File: src/rtl/camera_cfg_pkg.sv
// Shared types and constants for the camera register-table sequencer.
// Contents: widths, the delay-entry marker address, the table entry payload
// and the sequencer state encoding.
package camera_cfg_pkg;

    localparam int unsigned IDX_W   = 8;
    localparam int unsigned DATA_W  = 8;
    localparam int unsigned ENTRY_W = 16;
    localparam int unsigned TCNT_W  = 16;
    localparam int unsigned RETRY_W = 8;

    // An entry with this address is a pause, not a bus write
    localparam logic [DATA_W-1:0] DELAY_ADDR = 8'hFF;

    typedef struct packed {
        logic [DATA_W-1:0] addr;
        logic [DATA_W-1:0] data;
    } cfg_entry_t;

    typedef enum logic [3:0] {
        S_IDLE,
        S_FETCH,
        S_W_ISSUE,
        S_W_FALL,
        S_W_RISE,
        S_W_CHK,
        S_R_ISSUE,
        S_R_FALL,
        S_R_RISE,
        S_R_CHK,
        S_FAIL,
        S_NEXT,
        S_DELAY,
        S_DONE,
        S_ERROR
    } state_t;

endpackage

File: src/rtl/camera_cfg_if.sv
// Request/response link between the sequencer and the iic_driver.
// master: sequencer side (drives wr_en/rd_en/addr/wr_data)
// slave : driver side (drives rd_data/work_done/ack)
interface camera_cfg_if;
    import camera_cfg_pkg::*;

    logic              iic_wr_en;
    logic              iic_rd_en;
    logic [DATA_W-1:0] iic_addr;
    logic [DATA_W-1:0] iic_wr_data;
    logic [DATA_W-1:0] iic_rd_data;
    logic              iic_work_done;
    logic              iic_ack;

    modport master (
        output iic_wr_en, iic_rd_en, iic_addr, iic_wr_data,
        input  iic_rd_data, iic_work_done, iic_ack
    );

    modport slave (
        input  iic_wr_en, iic_rd_en, iic_addr, iic_wr_data,
        output iic_rd_data, iic_work_done, iic_ack
    );

endinterface

File: src/rtl/camera_cfg_rom.sv
// Constant camera register table, combinational lookup by index.
// Ports: i_idx (table index), o_entry ({addr,data} at that index).
// TABLE_SEL=0 selects the OV7670 init table; TABLE_SEL=1 selects a short
// bring-up table used for link smoke tests. Unlisted indices read as a
// zero-length delay so they never cause bus traffic.
module camera_cfg_rom
    import camera_cfg_pkg::*;
#(
    parameter int unsigned TABLE_SEL = 0
) (
    input  logic [IDX_W-1:0] i_idx,
    output cfg_entry_t       o_entry
);

    logic [ENTRY_W-1:0] w_raw;

    always_comb begin
        w_raw = {DELAY_ADDR, 8'h00};
        if (TABLE_SEL == 1) begin
            case (i_idx)
                8'd0:    w_raw = {8'h12, 8'h80};
                8'd1:    w_raw = {8'h11, 8'h01};
                8'd2:    w_raw = {8'h40, 8'hD0};
                8'd3:    w_raw = {8'hFF, 8'h02};
                8'd4:    w_raw = {8'h3A, 8'h04};
                default: w_raw = {DELAY_ADDR, 8'h00};
            endcase
        end else begin
            case (i_idx)
                8'd0:    w_raw = {8'h12, 8'h80};  // soft reset
                8'd1:    w_raw = {8'hFF, 8'h0A};  // settle after reset
                8'd2:    w_raw = {8'h12, 8'h04};  // RGB output
                8'd3:    w_raw = {8'h11, 8'h01};  // clock prescaler
                8'd4:    w_raw = {8'h0C, 8'h00};
                8'd5:    w_raw = {8'h3E, 8'h00};
                8'd6:    w_raw = {8'h40, 8'hD0};  // RGB565, full range
                8'd7:    w_raw = {8'h3A, 8'h04};
                8'd8:    w_raw = {8'h14, 8'h18};
                8'd9:    w_raw = {8'h4F, 8'hB3};  // colour matrix
                8'd10:   w_raw = {8'h50, 8'hB3};
                8'd11:   w_raw = {8'h51, 8'h00};
                8'd12:   w_raw = {8'h52, 8'h3D};
                8'd13:   w_raw = {8'h53, 8'hA7};
                8'd14:   w_raw = {8'h54, 8'hE4};
                8'd15:   w_raw = {8'h3D, 8'hC0};
                default: w_raw = {DELAY_ADDR, 8'h00};
            endcase
        end
    end

    assign o_entry = cfg_entry_t'(w_raw);

endmodule

File: src/rtl/camera_cfg_seq.sv
// Walks the camera register table and issues each write (and optional
// read-back verify) through the iic_driver, with retry and timeout.
// Ports: clk, rst (sync, active high), start pulse, verify_en (sampled at
// start), busy/done/error status, err_index of the failing entry, and the
// iic master link (wr_en/rd_en/addr/wr_data out, rd_data/work_done/ack in).
module camera_cfg_seq
    import camera_cfg_pkg::*;
#(
    parameter int unsigned NUM_REGS    = 16,
    parameter int unsigned MAX_RETRY   = 3,
    parameter int unsigned TIMEOUT_CYC = 4096,
    parameter int unsigned DELAY_UNIT  = 1024,
    parameter int unsigned TABLE_SEL   = 0
) (
    input  logic             clk,
    input  logic             rst,
    input  logic             start,
    input  logic             verify_en,
    output logic             busy,
    output logic             done,
    output logic             error,
    output logic [IDX_W-1:0] err_index,
    camera_cfg_if.master     iic
);

    // One extra index bit so idx can reach NUM_REGS=256
    localparam int unsigned IDXC_W = IDX_W + 1;
    localparam int unsigned DCNT_W = $clog2(256 * DELAY_UNIT);

    state_t              r_state, w_nxt_state;
    logic [IDXC_W-1:0]   r_idx, w_nxt_idx;
    logic [RETRY_W-1:0]  r_retry, w_nxt_retry;
    logic [TCNT_W-1:0]   r_tcnt, w_nxt_tcnt;
    logic [DCNT_W-1:0]   r_dcnt, w_nxt_dcnt;
    logic                r_verify, w_nxt_verify;
    logic [DATA_W-1:0]   r_addr, w_nxt_addr;
    logic [DATA_W-1:0]   r_wr_data, w_nxt_wr_data;
    logic [IDX_W-1:0]    r_err_index, w_nxt_err_index;
    logic                r_busy, w_nxt_busy;
    logic                r_done, w_nxt_done;
    logic                r_error, w_nxt_error;
    logic                r_wr_en, w_nxt_wr_en;
    logic                r_rd_en, w_nxt_rd_en;
    cfg_entry_t          w_entry;
    logic                w_timeout;

    camera_cfg_rom #(.TABLE_SEL(TABLE_SEL)) u_rom (
        .i_idx   (r_idx[IDX_W-1:0]),
        .o_entry (w_entry)
    );

    // Counter is cleared at issue, so this is the TIMEOUT_CYC-th wait cycle
    assign w_timeout = (r_tcnt == TCNT_W'(TIMEOUT_CYC - 1));

    // Next-state, datapath and registered-output decode
    always_comb begin
        w_nxt_state     = r_state;
        w_nxt_idx       = r_idx;
        w_nxt_retry     = r_retry;
        w_nxt_tcnt      = r_tcnt;
        w_nxt_dcnt      = r_dcnt;
        w_nxt_verify    = r_verify;
        w_nxt_addr      = r_addr;
        w_nxt_wr_data   = r_wr_data;
        w_nxt_err_index = r_err_index;

        case (r_state)
            S_IDLE, S_DONE, S_ERROR: begin
                if (start) begin
                    w_nxt_state     = S_FETCH;
                    w_nxt_idx       = '0;
                    w_nxt_retry     = '0;
                    w_nxt_verify    = verify_en;
                    w_nxt_err_index = '0;
                end
            end
            S_FETCH: begin
                if (r_idx == IDXC_W'(NUM_REGS)) begin
                    w_nxt_state = S_DONE;
                end else if (w_entry.addr == DELAY_ADDR) begin
                    if (w_entry.data == '0) begin
                        w_nxt_state = S_NEXT;
                    end else begin
                        w_nxt_dcnt  = DCNT_W'(w_entry.data) * DCNT_W'(DELAY_UNIT) - DCNT_W'(1);
                        w_nxt_state = S_DELAY;
                    end
                end else begin
                    w_nxt_addr    = w_entry.addr;
                    w_nxt_wr_data = w_entry.data;
                    w_nxt_state   = S_W_ISSUE;
                end
            end
            S_W_ISSUE, S_R_ISSUE: begin
                w_nxt_tcnt  = '0;
                w_nxt_state = (r_state == S_W_ISSUE) ? S_W_FALL : S_R_FALL;
            end
            S_W_FALL, S_R_FALL: begin
                w_nxt_tcnt = r_tcnt + TCNT_W'(1);
                if (!iic.iic_work_done) begin
                    w_nxt_state = (r_state == S_W_FALL) ? S_W_RISE : S_R_RISE;
                end else if (w_timeout) begin
                    w_nxt_state = S_FAIL;
                end
            end
            S_W_RISE, S_R_RISE: begin
                w_nxt_tcnt = r_tcnt + TCNT_W'(1);
                if (iic.iic_work_done) begin
                    w_nxt_state = (r_state == S_W_RISE) ? S_W_CHK : S_R_CHK;
                end else if (w_timeout) begin
                    w_nxt_state = S_FAIL;
                end
            end
            S_W_CHK: begin
                if (iic.iic_ack)      w_nxt_state = S_FAIL;
                else if (r_verify)    w_nxt_state = S_R_ISSUE;
                else                  w_nxt_state = S_NEXT;
            end
            S_R_CHK: begin
                if (iic.iic_ack || (iic.iic_rd_data != r_wr_data)) w_nxt_state = S_FAIL;
                else                                               w_nxt_state = S_NEXT;
            end
            S_FAIL: begin
                // A retry redoes the whole entry, write first
                if (r_retry < RETRY_W'(MAX_RETRY)) begin
                    w_nxt_retry = r_retry + RETRY_W'(1);
                    w_nxt_state = S_W_ISSUE;
                end else begin
                    w_nxt_err_index = r_idx[IDX_W-1:0];
                    w_nxt_state     = S_ERROR;
                end
            end
            S_NEXT: begin
                w_nxt_idx   = r_idx + IDXC_W'(1);
                w_nxt_retry = '0;
                w_nxt_state = S_FETCH;
            end
            S_DELAY: begin
                if (r_dcnt == '0) w_nxt_state = S_NEXT;
                else              w_nxt_dcnt  = r_dcnt - DCNT_W'(1);
            end
            default: w_nxt_state = S_IDLE;
        endcase

        w_nxt_busy  = !((w_nxt_state == S_IDLE) || (w_nxt_state == S_DONE) ||
                        (w_nxt_state == S_ERROR));
        w_nxt_done  = (w_nxt_state == S_DONE);
        w_nxt_error = (w_nxt_state == S_ERROR);
        w_nxt_wr_en = (w_nxt_state == S_W_ISSUE);
        w_nxt_rd_en = (w_nxt_state == S_R_ISSUE);
    end

    // State and output registers
    always_ff @(posedge clk) begin
        if (rst) begin
            r_state     <= S_IDLE;
            r_idx       <= '0;
            r_retry     <= '0;
            r_tcnt      <= '0;
            r_dcnt      <= '0;
            r_verify    <= 1'b0;
            r_addr      <= '0;
            r_wr_data   <= '0;
            r_err_index <= '0;
            r_busy      <= 1'b0;
            r_done      <= 1'b0;
            r_error     <= 1'b0;
            r_wr_en     <= 1'b0;
            r_rd_en     <= 1'b0;
        end else begin
            r_state     <= w_nxt_state;
            r_idx       <= w_nxt_idx;
            r_retry     <= w_nxt_retry;
            r_tcnt      <= w_nxt_tcnt;
            r_dcnt      <= w_nxt_dcnt;
            r_verify    <= w_nxt_verify;
            r_addr      <= w_nxt_addr;
            r_wr_data   <= w_nxt_wr_data;
            r_err_index <= w_nxt_err_index;
            r_busy      <= w_nxt_busy;
            r_done      <= w_nxt_done;
            r_error     <= w_nxt_error;
            r_wr_en     <= w_nxt_wr_en;
            r_rd_en     <= w_nxt_rd_en;
        end
    end

    assign busy            = r_busy;
    assign done            = r_done;
    assign error           = r_error;
    assign err_index       = r_err_index;
    assign iic.iic_wr_en   = r_wr_en;
    assign iic.iic_rd_en   = r_rd_en;
    assign iic.iic_addr    = r_addr;
    assign iic.iic_wr_data = r_wr_data;

endmodule

File: src/flat_wrapper.sv
// flat-port wrapper written by rule: the top's interface ports become plain ports
module camera_cfg_seq_flat import camera_cfg_pkg::*;
#(
    parameter int unsigned NUM_REGS    = 16,
    parameter int unsigned MAX_RETRY   = 3,
    parameter int unsigned TIMEOUT_CYC = 4096,
    parameter int unsigned DELAY_UNIT  = 1024,
    parameter int unsigned TABLE_SEL   = 0
)
  (clk, rst, start, verify_en, busy, done, error, err_index, iic_iic_wr_en, iic_iic_rd_en, iic_iic_addr, iic_iic_wr_data, iic_iic_rd_data, iic_iic_work_done, iic_iic_ack);
  camera_cfg_if iic_i ();
  input  logic clk;
  input  logic rst;
  input  logic start;
  input  logic verify_en;
  output logic busy;
  output logic done;
  output logic error;
  output logic [IDX_W-1:0] err_index;
  output wire logic [$bits(iic_i.iic_wr_en)-1:0] iic_iic_wr_en;
  output wire logic [$bits(iic_i.iic_rd_en)-1:0] iic_iic_rd_en;
  output wire logic [$bits(iic_i.iic_addr)-1:0] iic_iic_addr;
  output wire logic [$bits(iic_i.iic_wr_data)-1:0] iic_iic_wr_data;
  input wire logic [$bits(iic_i.iic_rd_data)-1:0] iic_iic_rd_data;
  input wire logic [$bits(iic_i.iic_work_done)-1:0] iic_iic_work_done;
  input wire logic [$bits(iic_i.iic_ack)-1:0] iic_iic_ack;
  assign iic_iic_wr_en = iic_i.iic_wr_en;
  assign iic_iic_rd_en = iic_i.iic_rd_en;
  assign iic_iic_addr = iic_i.iic_addr;
  assign iic_iic_wr_data = iic_i.iic_wr_data;
  assign iic_i.iic_rd_data = iic_iic_rd_data;
  assign iic_i.iic_work_done = iic_iic_work_done;
  assign iic_i.iic_ack = iic_iic_ack;
  camera_cfg_seq #(.NUM_REGS(NUM_REGS), .MAX_RETRY(MAX_RETRY), .TIMEOUT_CYC(TIMEOUT_CYC), .DELAY_UNIT(DELAY_UNIT), .TABLE_SEL(TABLE_SEL)) u_core (.clk(clk), .rst(rst), .start(start), .verify_en(verify_en), .busy(busy), .done(done), .error(error), .err_index(err_index), .iic(iic_i));
endmodule
File: config.mk
export PLATFORM = sky130hd
export DESIGN_NAME = camera_cfg_seq_flat
export DESIGN_NICKNAME = d
export VERILOG_FILES = /design/src/rtl/camera_cfg_pkg.sv /design/src/rtl/camera_cfg_if.sv /design/src/rtl/camera_cfg_rom.sv /design/src/rtl/camera_cfg_seq.sv /design/src/flat_wrapper.sv
export SDC_FILE = /design/constraint.sdc
export NUM_CORES = 1
export LEC_CHECK = 0
export BUFFER_PORTS_ARGS = -buffer_cell sky130_fd_sc_hd__buf_2
export CAP_MARGIN = 40
export CORE_MARGIN = 2
export CORE_UTILIZATION = 30
export CTS_CLUSTER_SIZE = 14
export DETAILED_ROUTE_END_ITERATION = 16
export MAX_ROUTING_LAYER = met4
export PLACE_DENSITY = 0.53
export SYNTH_ARGS = -nofsm -noshare
export SYNTH_HDL_FRONTEND = slang
export SYNTH_SLANG_ARGS = --single-unit
File: constraint.sdc
create_clock -name clk -period 5.8 [get_ports clk]
set_clock_uncertainty 0.2 [all_clocks]
set_input_delay 0.29 -clock clk [delete_from_list [all_inputs] [get_ports clk]]
set_output_delay 0.29 -clock clk [all_outputs]
set_load 0.05 [all_outputs]
======== Word-level counts from Yosys, hierarchy flattened ========
Memories as Yosys holds them, arrays and structs flattened. A register that Yosys moved wholly into a read port is not among the register bits.
Cells that the tools add are included.
storage, ports and cells
  ROM bits ................................ 256
  output and inout bits ................... 29
  memories kept ........................... 1
  memory bits (writable) .................. 0
  input port bits ......................... 14
  register bits ........................... 85
  logic and storage cells ................. 109
  bits in latches ......................... 0
memory list
  name              words  width  rd ports  clocked after memory_dff  write ports  line                  text
  (name not given)  16     16     1         1                         0            camera_cfg_rom.sv:29  case (i_idx)
cells by class
  $add $sub $neg .......................... 5
  bitwise gates (word level) .............. 2
  reductions and logical operators ........ 25
  equal/unequal tests ..................... 29
  div/mod/pow operators ................... 0
  multiply operators ...................... 0
  magnitude comparators ................... 1
  shift-type cells ........................ 0
  multiplexer cells ....................... 32
operators by type and width
  cell                                                   number
  2-to-1 mux 18 bit                                      4
  2-to-1 mux 4 bit                                       14
  case mux 4 bit (10 select lines)                       1
  equality test 4 bit, second input constant             9
  case mux 18 bit (2 select lines)                       1
  subtractor 18 x 1 -> 18 bit, second input constant     2
  case mux 16 bit (2 select lines)                       1
  2-to-1 mux 8 bit                                       3
  case mux 8 bit (3 select lines)                        1
  equality test 4 x 3 -> 1 bit, second input constant    5
  logical NOT 18 bit                                     1
  case mux 9 bit (2 select lines)                        1
  adder 16 x 1 -> 16 bit, second input constant          1
  equality test 16 x 12 -> 1 bit, second input constant  1
  2-to-1 mux 16 bit                                      1
  case mux 8 bit (2 select lines)                        1
  equality test 4 x 2 -> 1 bit, second input constant    3
  logical NOT 4 bit                                      3
  inequality test 2 bit, second input constant           5
  adder 9 x 1 -> 9 bit, second input constant            1
  equality test 9 x 5 -> 1 bit, second input constant    1
  2-to-1 mux 9 bit                                       1
  AND reduction 3 bit                                    3
  adder 8 x 1 -> 8 bit, second input constant            1
  other kinds (18)                                       29

======== Depth between registers and ports, before layout ========
Gate-level depths: netlist (run 1).
  word-level depth ........................ 11
  depth in mapped cells ................... 12

======== Modules after synthesis ========
A second synthesis (run 1) with hierarchy kept.
second synthesis, totals
  cells, all modules ...................... 625
  area, all modules ....................... 5,018.6 µm²
by module, submodules not included
  module          times used  area an instance (µm²)  seq. area each (µm²)  cells each
  camera_cfg_seq  1           4,509.3                 1,701.6               555
  camera_cfg_rom  1           509.2                   0.0                   70

======== Worst setup path after synthesis (run 1) ========
OpenSTA, ideal clock, no wires.
  path type ............................... reg2reg
  start ................................... register u_core.r_idx[5]
  end ..................................... register u_core.r_dcnt[13]
  path slack .............................. 3.184 ns
  setup time .............................. 0.128 ns
  arrival time ............................ 2.288 ns
  cell stages (with the launch flop) ...... 13
  cells stage by stage .................... dfxtp_1 nor4_4 clkbuf_1 nand2_1 ha_1 clkbuf_1 a21oi_2 o21a_1 buf_6 buf_6 nand2_1 a32oi_1 nor2_1
between the ends
  word-level cells in the longest chain between the ends .. 7
  elaborated cells between the ends (all ways) .. 14
RTL lines
  item                              line                   text
  from (decl)                       camera_cfg_seq.sv:31   logic [IDXC_W-1:0] r_idx, w_nxt_idx;
  from (signal assigned)            camera_cfg_seq.sv:171  r_idx <= w_nxt_idx;
  logical NOT 4 bit                 camera_cfg_rom.sv:29
  2-to-1 mux 16 bit                 camera_cfg_rom.sv:29
  subtractor 18 x 1 -> 18 bit       camera_cfg_seq.sv:84   w_nxt_dcnt = DCNT_W'(w_entry.data) * DCNT_W'(DELAY_UNIT) - DCNT_W'(1);
  2-to-1 mux 18 bit                 camera_cfg_seq.sv:81   if (w_entry.data == '0) begin
  2-to-1 mux 18 bit                 camera_cfg_seq.sv:80   end else if (w_entry.addr == DELAY_ADDR) begin
  2-to-1 mux 18 bit                 camera_cfg_seq.sv:78   if (r_idx == IDXC_W'(NUM_REGS)) begin
  case mux 18 bit (2 select lines)  camera_cfg_seq.sv:67   case (r_state)
  to (signal assigned)              camera_cfg_seq.sv:174  r_dcnt <= w_nxt_dcnt;
  to (decl)                         camera_cfg_seq.sv:34   logic [DCNT_W-1:0] r_dcnt, w_nxt_dcnt;
Parallel ways exist; a longest one is shown, timed or not. The select of a mux whose other input is x is not followed.
A chain may end at the register's enable or synchronous reset.

======== Worst setup path after layout (run 1) ========
  start ................................... register u_core.r_state[2]
  end ..................................... register u_core.r_dcnt[15]
between the ends
  word-level cells in the longest chain between the ends .. 3
  elaborated cells between the ends (all ways) .. 9
RTL lines
  item                                                                        line                   text
  from (decl)                                                                 camera_cfg_seq.sv:30   state_t r_state, w_nxt_state;
  from (signal assigned)                                                      camera_cfg_seq.sv:170  r_state <= w_nxt_state;
  equality test 4 bit / equality test 4 x 1 -> 1 bit (equally long branches)  camera_cfg_seq.sv:67
  inequality test 2 bit (no source line) (tied with other cells)              -
  AND reduction 5 bit (no source line)                                        -
Parallel ways exist; a longest one is shown, timed or not.

==> results of run 1 <==
[worst paths after layout]
| check | to | cells after the start |
|---|---|---|
| setup / recovery | u_core.r_dcnt[15] | 7 |
| hold / removal | u_core.err_index[2] | 2 |
| setup reg to reg | u_core.r_dcnt[15] | 7 |
| hold reg to reg | u_core.err_index[2] | 2 |
[power breakdown]
| part | internal, W | switching (W) |
|---|---|---|
| combinational | 0.000140 | 0.000278 |
| clock | 0.000307 | 0.000301 |
| sequential | 0.000736 | 0.0000494 |
| total | 0.00118 | 0.000628 |
[cell usage after synthesis, types with 6 or more instances]
master,n
dfxtp_1,101
nor2_1,78
nand2_1,71
a21oi_1,60
nor3_1,33
o21ai_0,32
nand3_1,29
clkbuf_1,27
ha_1,15
inv_1,12
and3_1,11
and2_1,9
nand2b_1,9
nor4_1,9
xor2_1,9
mux2_2,8
buf_6,7
or3_1,7
xnor2_1,7
a211oi_1,6
a311oi_1,6
a31oi_1,6
nand4_1,6
[critical path: stages, from the launching register on]
cell and delay, ps:
dfxtp_1 790, nand3b_2 180, nor2_2 640, o21a_1 520, o21a_1 630, o21ai_0 190
a32oi_1 190, nor2_1 50
[per-layer routing]
| layer | part of all wire | up-vias |
|---|---|---|
| li1 | - | 2503 |
| met1 | 0.48 | 2271 |
| met2 | 0.47 | 86 |
| met3 | 0.033 | 13 |
| met4 | 0.015 | 0 |
| met5 | 0 | - |
[metrics by stage]
| step | instances | cell area (um2) | setup WS [ps] | utilization |
|---|---|---|---|---|
| floorplan | 681 | 5550 | 3180 | - |
| global placement | 911 | 5830 | 2150 | 0.323 |
| detailed placement | 912 | 5850 | 2270 | 0.323 |
| CTS | 929 | 6160 | 2260 | 0.340 |
| global route | 929 | 6160 | 1890 | 0.340 |
| finish | 929 | 6160 | 2250 | 0.340 |
[final cells by class]
type / instances / share of cell area
Multi-Input combinational cell: 522 / 0.526
Sequential cell: 101 / 0.328
Tap cell: 229 / 0.0465
Timing Repair Buffer: 47 / 0.0419
Clock buffer: 9 / 0.0366
Clock inverter: 7 / 0.0116
Inverter: 14 / 0.00935
[logic make-up (layout without fill, tap and decap cells)]
logic type                 after synthesis  count (layout)
and+or+nand+nor                        314             314
AOI/OAI and AO/OA                      167             167
DFF                                    101             101
buffers and inverters                   58              77
xor gates and xnor gates                17              17
adders and majority gates               15              15
muxes                                    9               9
==> results by group, run 1 <==
Logic synthesis
  • Simple-Gate Fraction of Synth Area: 0.305
  • Ys async rst share: 0
  • Leading area contributor after synthesis: dfxtp_1
  • Post-synthesis mux area share: 0.0180
  • Synthesized cell area: 5550 um2
  • EDFF count, synth: 0
  • Largest family of logic cells by synthesized area: simple AND/OR/NAND/NOR gates
  • Post-Synthesis Cells: 681
  • Sequential area share after synthesis: 0.364
  • Syn Nets: 710
  • Yosys warning total: 0
  • Synthesized-area fraction occupied by adder cells: 0.0338
  • Synth Area in Compound Gates: 0.198
  • Share of the synthesized area in the top cell type: 0.364
  • Synth unique cells: 83
  • Most common flop cell mapped by yosys: dfxtp_1
  • Yosys reg bits: 101
  • Dominant cells by area after synthesis: dfxtp_1 (36%), a21oi_1 (5.4%), nor2_1 (5.3%)
  • Post-Synth XOR/XNOR Area: 0.0282
  • Avg Cell Area, Syn: 8.16 um2

Power and ir drop
  • Power Dens Cells: 294 nW/um2
  • Total power: 0.00181 W
  • Leakage power: 2.30 nW
  • VDD IR-drop max: 0.115 mV

Critical path
  • Crit start category: flop
  • Worst path arrival time: 3570 ps
  • CP max FO: 22
  • Setup crit end kind: flop
  • Critical path launch point: u_core.r_state[2]
  • Worst EP required: 5820 ps
  • R2R setup slack: 2250 ps
  • Worst r2r src: u_core.r_state[2]
  • WS Path Type: reg2reg

Route
  • Initial DRC Count: 366
  • Routed WL: 13200 um
  • Vias/cell: 5.25
  • DR WL/cell: 14.3 um
  • ANT nets after route: 0
  • Via Count: 4873
  • # DRC: 0
  • Drt first pass iters: 6

CTS
  • Clock Pin Slew Worst Setup and Hold Paths: 70 ps
  • Clock root buffer: clkbuf_16
  • TritonCTS Buffers: 9
  • Hold_buf cts: 1
  • Clock sink total: 101
  • CTS resizes: 0
  • Skew-Pair Late Insertion Delay: 360 ps
  • CTS max path bufs: 2
  • Post-CTS setup buffers: 0
  • Max H-tree Level: 3
  • CTS tree: yes

Floorplanning
  • Die footprint: 19600 um2
  • Die Y: 140 um
  • DIE WIDTH: 140 um
  • IO Pins: 43
  • # rows: 49
  • Starting Density: 0.307
  • Core box area: 18100 um2

GRT
  • Largest net degree at the start of global routing: 45
  • GR Util met3: 0.0328
  • Initial antenna violation count: 0
  • Met2 Use GR: 0.224
  • GRT Util Overall: 0.143
  • Grt peak-use layer: met2
  • Grt ovf: 0
  • Vias in the first global route: 4422
  • Grt met1 use: 0.185
  • First-pass GRT wire length: 22200 um

Final layout
  • Commonest non-fill, non-tap cell in the layout: dfxtp_1
  • Diode count: 0
  • Layout area overhead: 10.8%
  • Multi-input gate area: 3240 um2
  • # fillers: 1881
  • Most frequent cells in the layout: dfxtp_1 (101), nor2_1 (78), nand2_1 (71)
  • Register area: 2020 um2
  • Nets: 724
  • Share of layout cells above drive strength 1: 0.149

Run
  • Max-capacitance violation count: 0

STA
  • Final setup viols: 0
  • Final hold vios: 0
  • Worst slew pin tran: 882 ps
  • Pins Over Slew Limit: 0
  • Tcrit/Tclk final: 0.612
  • Setup TNS Final: 0 ps
  • Min Tclk post-route: 3550 ps
  • Hold Slack: 247 ps
  • Max Clock Freq: 0.282 GHz
  • Slew HR: 0.408
  • Unrepaired setup endpoints after global routing: no

Placement
  • Hpwl dp: 9370 um
  • IO buf count: 42
  • Placer Congestion: 0.831

Worst hold path
  • Worst hold path type: reg2reg
  • Hold Crit Start: u_core.err_index[2]

Run status
  • Status: complete, no violations
Power figures use the tool's default switching activity.
==> run 2, diff against run 1 <==
Settings changed: PLACE_DENSITY 0.53 to 0.54.
Clock period 5.8 ns to 3.2 ns, I/O delays scaled along.
==> run 2 against run 1 <==
- first-iteration DRC count decreased by 13%
- hold slack got worse by 120 ps
- combinational power increased by 88%
- global-route usage increased by 0.12 points
- die area unchanged
- sequential share of layout area decreased by 0.55 points
- critical path depth increased by 1
- core utilization increased by 0.58 points
- routed wire length increased by 2.3%
- clock power increased by 84%
- maximum frequency increased by 23%
- critical path type unchanged
==> results by group, run 2 (synthesized netlist as in run 1, its figures left out) <==
STA
  • Final hold vios: 0 (unchanged)
  • Setup TNS Final: 0 ps (unchanged)
  • Final setup viols: 0 (unchanged)
  • Max Clock Freq: 0.345 GHz (+23%)
  • Hold Slack: 125 ps (-122 ps)
  • Tcrit/Tclk final: 0.906 (+0.293)
  • Worst slew pin tran: 740 ps (-141 ps)
  • Slew HR: 0.506 (+0.0986)
  • Unrepaired setup endpoints after global routing: no
  • Min Tclk post-route: 2900 ps (-654 ps)
  • Pins Over Slew Limit: 0 (unchanged)

Critical path
  • R2R cell count: 8 (+1)
  • Worst R2R End: u_core.r_dcnt[2]
  • Setup crit end kind: flop
  • Worst EP required: 3270 ps (-2550 ps)
  • Crit start category: flop
  • Worst r2r src: u_core.r_idx[4]
  • CP max FO: 14 (-36%)
  • Worst path arrival time: 2970 ps (-600 ps)
  • R2R setup slack: 300 ps (-1950 ps)
  • WS Path Type: reg2reg

Power and ir drop
  • Pint: 0.00216 W (+83%)
  • Sequential Power Share: 0.426 (-0.007)
  • Sw frac: 0.349 (+0.00194)
  • Combinational share of power: 0.237 (+0.006)
  • NetSw: 0.00116 W (+84%)
  • Part of the power in the clock network: 0.337 (about the same)
  • Leakage power: 2.37 nW (+3.0%)
  • VDD IR-drop max: 0.313 mV (+170%)
  • Power Dens Cells: 530 nW/um2 (+80%)

Floorplanning
  • Die footprint: 19600 um2 (unchanged)
  • Die Y: 140 um (unchanged)
  • Starting Density: 0.307 (unchanged)
  • # rows: 49 (unchanged)
  • IO Pins: 43 (unchanged)
  • DIE WIDTH: 140 um (unchanged)
  • Core box area: 18100 um2 (unchanged)

Route
  • Vias/cell: 5.23 (-0.25%)
  • Via Count: 4934 (+1.3%)
  • ANT nets after route: 0 (unchanged)
  • Routed WL: 13600 um (+2.3%)
  • DR WL/cell: 14.4 um (+0.82%)
  • Initial DRC Count: 318 (-13%)
  • # DRC: 0 (unchanged)
  • Drt first pass iters: 5 (-1)

Placement
  • IO buf count: 42 (unchanged)
  • Hpwl dp: 9730 um (+3.8%)
  • Placer Congestion: 0.825 (-0.71%)

Final layout
  • # fillers: 1890 (+0.48%)
  • Nets: 738 (+1.9%)
  • Diode count: 0 (unchanged)
  • Share of layout cells above drive strength 1: 0.164 (+0.0153)
  • Layout area overhead: 12.7%
  • Most frequent cells in the layout: dfxtp_1 (101), nor2_1 (78), nand2_1 (71)
  • Commonest non-fill, non-tap cell in the layout: dfxtp_1

CTS
  • Post-CTS setup buffers: 0 (unchanged)
  • CTS tree: yes
  • TritonCTS Buffers: 9 (unchanged)
  • Hold_buf cts: 2 (+1)
  • CTS max path bufs: 2 (unchanged)
  • Clock root buffer: clkbuf_16
  • Clock sink total: 101 (unchanged)
  • CTS resizes: 0 (unchanged)
  • Clock Pin Slew Worst Setup and Hold Paths: 80 ps (about the same)
  • Skew-Pair Late Insertion Delay: 360 ps (about the same)
  • Max H-tree Level: 3 (unchanged)

Run
  • Max-capacitance violation count: 0 (unchanged)

Worst hold path
  • Hold path endpoint: u_core.r_retry[0]
  • Worst hold path type: in2reg
  • Worst hold path depth: 5 (+3)
  • Hold Crit Start: start

GRT
  • First-pass GRT wire length: 22800 um (+2.3%)
  • GRT Util Overall: 0.145 (+0.00118)
  • Initial antenna violation count: 0 (unchanged)
  • Vias in the first global route: 4461 (+0.88%)
  • Grt ovf: 0 (unchanged)
  • Largest net degree at the start of global routing: 45 (unchanged)

Run status
  • Status: complete, no violations
[run 2: changes by cell type in the layout (fill, tap and decap cells not counted), sizes merged]
| cell | delta |
|---|---|
| buf | +13 |
| clkinv | +1 |
| inv | -1 |
| dlygate4sd3 | +1 |
[run 2: metal layers]
layer / wire [um] / GRT usage / vias up / share of wire
met5: 0 / - / - / 0
met4: 208 / 0.0510 / 0 / 0.015
met3: 436 / 0.0185 / 12 / 0.032
met2: 6300 / 0.227 / 90 / 0.46
met1: 6610 / 0.193 / 2314 / 0.49
li1: - / - / 2518 / -
[run 2: worst max-delay path by stage]
stage | from | to | slack [ps] | depth (start not counted)
4_1_cts | u_core.r_idx[4] | u_core.r_dcnt[2] | 290 | 8
6_report | u_core.r_idx[4] | u_core.r_dcnt[2] | 300 | 8
3_5_place_dp | u_core.r_idx[4] | u_core.r_dcnt[5] | 290 | 8
2_1_floorplan | u_core.r_idx[5] | u_core.r_dcnt[13] | 580 | 12
3_3_place_gp | u_core.r_idx[4] | u_core.r_dcnt[4] | 340 | 8
5_1_grt | u_core.r_state[0] | flop | 70 | 9
[run 2: critical path, stage by stage, from the launching register on]
cell and delay [ps]:
dfxtp_1 440, nor4_4 450, nand2_1 120, ha_1 340, a21oi_2 280, o21a_1 450
buf_4 240, a21oi_1 60, a311oi_1 230
[run 2: area by class of cell]
| class | count | area (um2) | share of cell area |
|---|---|---|---|
| well taps | 229 | 287 | 0.0458 |
| flip-flops and latches | 101 | 2020 | 0.323 |
| inverters | 14 | 57.6 | 0.00919 |
| repair buffers | 61 | 358 | 0.0572 |
| clock buffers | 9 | 225 | 0.0360 |
| multi-input cells | 522 | 3240 | 0.517 |
| clock inverters | 7 | 76.3 | 0.0122 |
[run 2: power groups by stage]
stage	sequential, W	clock, W	combinational (W)
6_report	0.00141	0.00112	0.000786
5_1_grt	0.00143	0.00120	0.000882
4_1_cts	0.00141	0.00115	0.000785
3_5_place_dp	0.00144	0	0.000782
3_3_place_gp	0.00144	0	0.000782
2_1_floorplan	0.00150	0	0.000557
[run 2: metrics by stage]
| step | setup slack (ps) | cells | util | total power [W] | area [um2] |
|---|---|---|---|---|---|
| final | 302 | 943 | 0.346 | 0.00332 | 6260 |
| after detailed placement | 288 | 925 | 0.328 | 0.00223 | 5940 |
| after CTS | 290 | 943 | 0.346 | 0.00335 | 6260 |
| after global placement | 342 | 925 | 0.328 | 0.00223 | 5940 |
| after floorplan | 584 | 681 | - | 0.00206 | 5550 |
| after global routing | 66.1 | 943 | 0.346 | 0.00351 | 6260 |
